--- src/rtl/mc_8x8_ctrl.sv ---
// mc_8x8_ctrl: sequences one-row write/read requests onto the 8x8 complementary-memristor array lines.
module mc_8x8_ctrl #(
    parameter int PULSE_CYC = 2
) (
    input  logic       clk_i,
    input  logic       rst_ni,
    input  logic       req_valid_i,
    output logic       req_ready_o,
    input  logic       req_we_i,
    input  logic [2:0] req_row_i,
    input  logic [7:0] req_wdata_i,
    input  logic [7:0] req_wmask_i,
    input  logic [7:0] req_din_i,
    input  logic [7:0] req_dinb_i,
    output logic       rsp_valid_o,
    output logic [7:0] rsp_rdata_o,
    output logic [3:0] cwle_o,
    output logic [3:0] cwlo_o,
    output logic [7:0] cbl_o,
    output logic [7:0] cblen_o,
    output logic [7:0] csl_o,
    output logic [7:0] din_o,
    output logic [7:0] dinb_o,
    input  logic [7:0] dout_i
);
    localparam int CW = PULSE_CYC > 1 ? $clog2(PULSE_CYC) : 1;

    typedef enum logic [3:0] {
        IDLE, W_SETA, W_PA, W_SETB, W_PB, W_END, R_SET, R_ARM, R_EVAL, R_END
    } state_t;

    state_t        state, nxt;
    logic [CW-1:0] cnt, cnt_n;
    logic [2:0]    row, f_row;
    logic [7:0]    wdata, wmask, din, dinb, f_wdata, f_wmask, f_din, f_dinb;
    logic [7:0]    wl_q, wl_n, cbl_n, cblen_n, csl_n, din_n, dinb_n;
    logic          acc, wr, rd, seta;

    assign req_ready_o = state == IDLE;
    assign acc         = req_valid_i && req_ready_o;
    assign cwle_o      = wl_q[7:4];
    assign cwlo_o      = wl_q[3:0];

    always_comb begin
        nxt   = state;
        cnt_n = cnt;
        case (state)
            IDLE:   if (req_valid_i) nxt = req_we_i ? W_SETA : R_SET;
            W_SETA: begin nxt = W_PA; cnt_n = CW'(PULSE_CYC - 1); end
            W_PA:   if (cnt == '0) nxt = W_SETB; else cnt_n = cnt - 1'b1;
            W_SETB: begin nxt = W_PB; cnt_n = CW'(PULSE_CYC - 1); end
            W_PB:   if (cnt == '0) nxt = W_END; else cnt_n = cnt - 1'b1;
            R_SET:  nxt = R_ARM;
            R_ARM:  nxt = R_EVAL;
            R_EVAL: nxt = R_END;
            default: nxt = IDLE;
        endcase
    end

    // Outputs are decoded from the next state so the registered lines line up with the state cycle.
    always_comb begin
        f_row   = acc ? req_row_i   : row;
        f_wdata = acc ? req_wdata_i : wdata;
        f_wmask = acc ? req_wmask_i : wmask;
        f_din   = acc ? req_din_i   : din;
        f_dinb  = acc ? req_dinb_i  : dinb;
        wr      = nxt inside {W_SETA, W_PA, W_SETB, W_PB};
        rd      = nxt inside {R_SET, R_ARM, R_EVAL};
        seta    = nxt inside {W_SETA, W_PA};
        wl_n    = (nxt inside {W_PA, W_PB, R_ARM, R_EVAL}) ? 8'd1 << {f_row[0], f_row[2:1]} : 8'd0;
        cblen_n = wr ? f_wmask : 8'd0;
        cbl_n   = wr ? ~f_wdata & f_wmask : 8'd0;
        csl_n   = wr ? (seta ? f_wdata : ~f_wdata) & f_wmask : (nxt == R_ARM ? 8'hFF : 8'd0);
        din_n   = rd ? f_din : 8'd0;
        dinb_n  = rd ? f_dinb : 8'd0;
    end

    always_ff @(posedge clk_i or negedge rst_ni) begin
        if (!rst_ni) begin
            state       <= IDLE;
            cnt         <= '0;
            row         <= '0;
            wdata       <= '0;
            wmask       <= '0;
            din         <= '0;
            dinb        <= '0;
            wl_q        <= '0;
            cbl_o       <= '0;
            cblen_o     <= '0;
            csl_o       <= '0;
            din_o       <= '0;
            dinb_o      <= '0;
            rsp_valid_o <= 1'b0;
            rsp_rdata_o <= '0;
        end else begin
            state       <= nxt;
            cnt         <= cnt_n;
            row         <= f_row;
            wdata       <= f_wdata;
            wmask       <= f_wmask;
            din         <= f_din;
            dinb        <= f_dinb;
            wl_q        <= wl_n;
            cbl_o       <= cbl_n;
            cblen_o     <= cblen_n;
            csl_o       <= csl_n;
            din_o       <= din_n;
            dinb_o      <= dinb_n;
            rsp_valid_o <= nxt inside {W_END, R_END};
            if (state == R_EVAL) rsp_rdata_o <= ~dout_i;
        end
    end
endmodule

--- config.mk ---
export PLATFORM = sky130hd
export DESIGN_NAME = mc_8x8_ctrl
export DESIGN_NICKNAME = d
export VERILOG_FILES = /design/src/rtl/mc_8x8_ctrl.sv
export SDC_FILE = /design/constraint.sdc
export NUM_CORES = 1
export LEC_CHECK = 0
export BUFFER_PORTS_ARGS = -buffer_cell sky130_fd_sc_hd__buf_2
export CAP_MARGIN = 20
export CORE_MARGIN = 2
export CORE_UTILIZATION = 52
export DETAILED_ROUTE_END_ITERATION = 8
export GPL_ROUTABILITY_DRIVEN = 1
export PLACE_DENSITY = 0.86
export REMOVE_ABC_BUFFERS = 1
export SETUP_SLACK_MARGIN = 0.3
export SYNTH_ARGS = -nofsm -noshare
export SYNTH_HDL_FRONTEND = slang
export SYNTH_SLANG_ARGS = --single-unit
--- constraint.sdc ---
create_clock -name clk_i -period 2.4 [get_ports clk_i]
set_input_delay 0.36 -clock clk_i [delete_from_list [all_inputs] [get_ports clk_i]]
set_output_delay 0.36 -clock clk_i [all_outputs]
set_load 0.01 [all_outputs]
==> out/results.tsv <==
stage	metric	value	unit
grt	grt total ovfl	0	
timing	Hold WS	24.02	ps
place	gp weighted congestion	0.8378	
setup_path	Setup crit start kind	register	
pwr	Comb pwr share	42.6	%
pwr	sequential share of power	38.4	%
job	max cap viols	0	
final_layout	Layout fillers	550	
routing	initial DRC count	181	
cts	Max Root-Sink Buffers	2	
place	# port buffers	104	
die	die area	8040	µm²
pwr	P_sw	2452	µW
hold_path	Hold Crit Class	in -> async	
cts	CTS tree	built	
timing	Slew Viols, Final	0	
pwr	Lkg Pwr	0.002547	µW
routing	WL/cell	15.48	µm
routing	routed wire length	8204	µm
timing	worst relative slew slack	57.77	%
place	DP Worst Slack	266.5	ps
synth	Netlist cell types	35	
die	core box area	7176	µm²
synth	synthesized area	3816	µm²
timing	Final Setup Violations	0	
grt	vias in the first global route	2699	
grt	antenna violations before repair	0	
routing	DRC violations left	0	
grt	global-route wire length before repair	12300	µm
grt	GRT Util Overall	20.70	%
final_layout	ratio of cells with drive above 1 in the final layout	38.52	%
final_layout	Antenna diodes	0	
final_layout	commonest non-fill, non-tap cell in the layout	buf_2	
final_layout	nets@finish	473	
final_layout	commonest cells after routing, fill and taps aside	buf_2, dfrtp_1, o21ai_0	
pwr	clock power share	19.0	%
cts	Worst-Skew Late Latency	360	ps
routing	vias	2790	
synth	sequential-to-total area share from yosys stat	63.61	%
synth	synthesized area per cell	12.08	µm²
timing	TNS Setup	0	ps
cts	Inserted Clock Buffers	9	
cts	Clock H-tree levels	3	
timing	Slew @ Worst Pin	633.5	ps
pwr	sw frac	36.60	%
setup_path	critical path's largest stage delay	590	ps
cts	CTS sink cnt	97	
timing	fmax	483.3	MHz
final_layout	area grow syn2layout	25.57	%
setup_path	Worst path slowest cell	or4_4	
cts	Worst-path clk slew	90	ps
synth	yosys warns	0	
die	Chip Width	89.67	µm
die	Initial Utilization	53.18	%
pwr	Worst IR Drop VDD	0.0005322	V
synth	share of synthesized flip-flops with an asynchronous set or reset	100.0	%
final_layout	final instance area	4792	µm²
setup_path	worst path arrival time	2290	ps
die	I/O pin count	105	
timing	min Tclk post-route	2069	ps
die	Cell Rows	31	
pwr	Pwr per Cell Area	1398	nW/µm²
routing	DR pass1 iterations	4	
timing	RSZ-0062 raised after global routing	no	
cts	clock tree root driver cell	clkbuf_8	
pwr	Internal	4249	µW
place	Cell Area, Placed	4433	µm²
synth	Post-synth EDFFs	0	
routing	Final ANT Viol Nets	0	
setup_path	Crit. End Element	register	
setup_path	cell breakdown of the critical path	or4_4, clkinv_4, nand2_8, a2111oi_1, a221oi_2	
place	post-DP HPWL	5313	µm
setup_path	CP max FO	17	
synth	cell count after synthesis	316	
timing	Final Hold Fails	0	
routing	Avg Vias per Cell	5.264	
timing	fin crit share	86.21	%
die	Die Y	89.67	µm
synth	Top FF cell, synth	dfrtp_1	
timing	Clock Skew	8.741	ps
grt	pin count of the biggest net entering global routing	52	
synth	Yosys reg bits	97	
setup_path	crit path kind	reg -> reg	
setup_path	Req. time, crit path	2620	ps
timing	fin worst setup slack	330.9	ps
status	status	complete, no violations	
[per-layer routing]
| metal | vias to the layer above | part of all wire, % | track usage [%] |
|---|---|---|---|
| li1 | 1315 | - | - |
| met3 | 13 | 6.2 | 5.393 |
| met1 | 1363 | 41 | 25.37 |
| met5 | - | 0 | 0 |
| met2 | 99 | 51 | 34.63 |
| met4 | 0 | 1.6 | 9.091 |
[power by group through the flow]
stage | Combinational (µW) | Sequential [µW] | Clock (µW)
global placement | 2490 | 2560 | 0
detailed placement | 2600 | 2590 | 0
CTS | 2650 | 2560 | 1310
global route | 3130 | 2650 | 1360
finish | 2850 | 2580 | 1270
floorplan | 1430 | 2820 | 0
[worst max-delay path: cells and delay by family (launching register included)]
kind | cells | cell delay [ps]
AND/OR/NAND/NOR | 2 | 720
AO/OA/AOI/OAI | 2 | 630
flip-flops | 1 | 410
buffers and inverters | 1 | 150
[through the flow]
step / std cells / utilization (%) / power (µW)
3_5_place_dp: 509 / 61.78 / 5192
4_1_cts: 526 / 65.46 / 6522
3_3_place_gp: 509 / 61.78 / 5057
5_1_grt: 530 / 66.78 / 7144
2_1_floorplan: 300 / - / 4251
6_report: 530 / 66.78 / 6701
[synthesized netlist by cell type, types with 2 or more instances]
cell       count  share of area, %
a2111oi_0      8               1.8
o21ai_0       23               3.0
buf_1          3              0.30
nand2_1       13               1.3
nand2b_1       7               1.1
a221oi_1       8               1.8
a21o_1        18               3.5
nor3_1        10               1.3
mux2_2        16               4.7
inv_1         21               2.1
nand3_1       12               1.6
nor2_1        14               1.4
dfrtp_1       97                64
nor2b_1       17               2.8
a21oi_1        5              0.66
clkbuf_1       7              0.69
buf_6          2              0.59
mux2i_4        2               1.2
buf_4          3              0.59
and2_1         8               1.3
and3_1         8               1.3
[repair_timing]
item / in CTS / in global routing
gates resized for setup: 2 / 18
pin swaps: 0 / 1
hold buffers: 0 / 0
buffers inserted: 0 / 3
cloned: 1 / 1
endpoints found under the setup margin: 5 / 15
[area by class of cell]
class	instances	area [µm²]	area share, %
clock buffers	9	123.9	2.585
clock inverters	7	126.4	2.637
inverters	22	87.58	1.828
multi-input cells	182	1286	26.84
flip-flops and latches	97	2429	50.68
well taps	99	123.9	2.585
repair buffers	113	610.6	12.74
repair inverters	1	5.005	0.1044
[cells by family (layout without fill, tap and decap cells)]
kind of cell	Yosys count	count (layout)	share of synthesized area, %
simple gates	94	95	13.41
flops	97	97	63.61
compound gates	69	69	12.49
mux	18	18	5.901
buf+inv	38	152	4.590
[final timing paths]
| check | startpoint | endpoint | slack (ps) | cells past startpoint |
|---|---|---|---|---|
| min | rst_ni | wdata[4]$_DFF_PN0_ | 20 | 1 |
| min reg2reg | rsp_rdata_o[3]$_DFFE_PN0N_ | rsp_rdata_o[3]$_DFFE_PN0N_ | 480 | 2 |
| max in group asynchronous | rst_ni | din_o[1]$_DFF_PN0_ | 1730 | 2 |
| min in group clk_i | dout_i[1] | rsp_rdata_o[1]$_DFFE_PN0N_ | 180 | 2 |
| max reg2reg | state[1]$_DFF_PN0_ | csl_o[7]$_DFF_PN0_ | 330 | 5 |
| max | state[1]$_DFF_PN0_ | csl_o[7]$_DFF_PN0_ | 330 | 5 |
(Power assumes the default switching activity.)
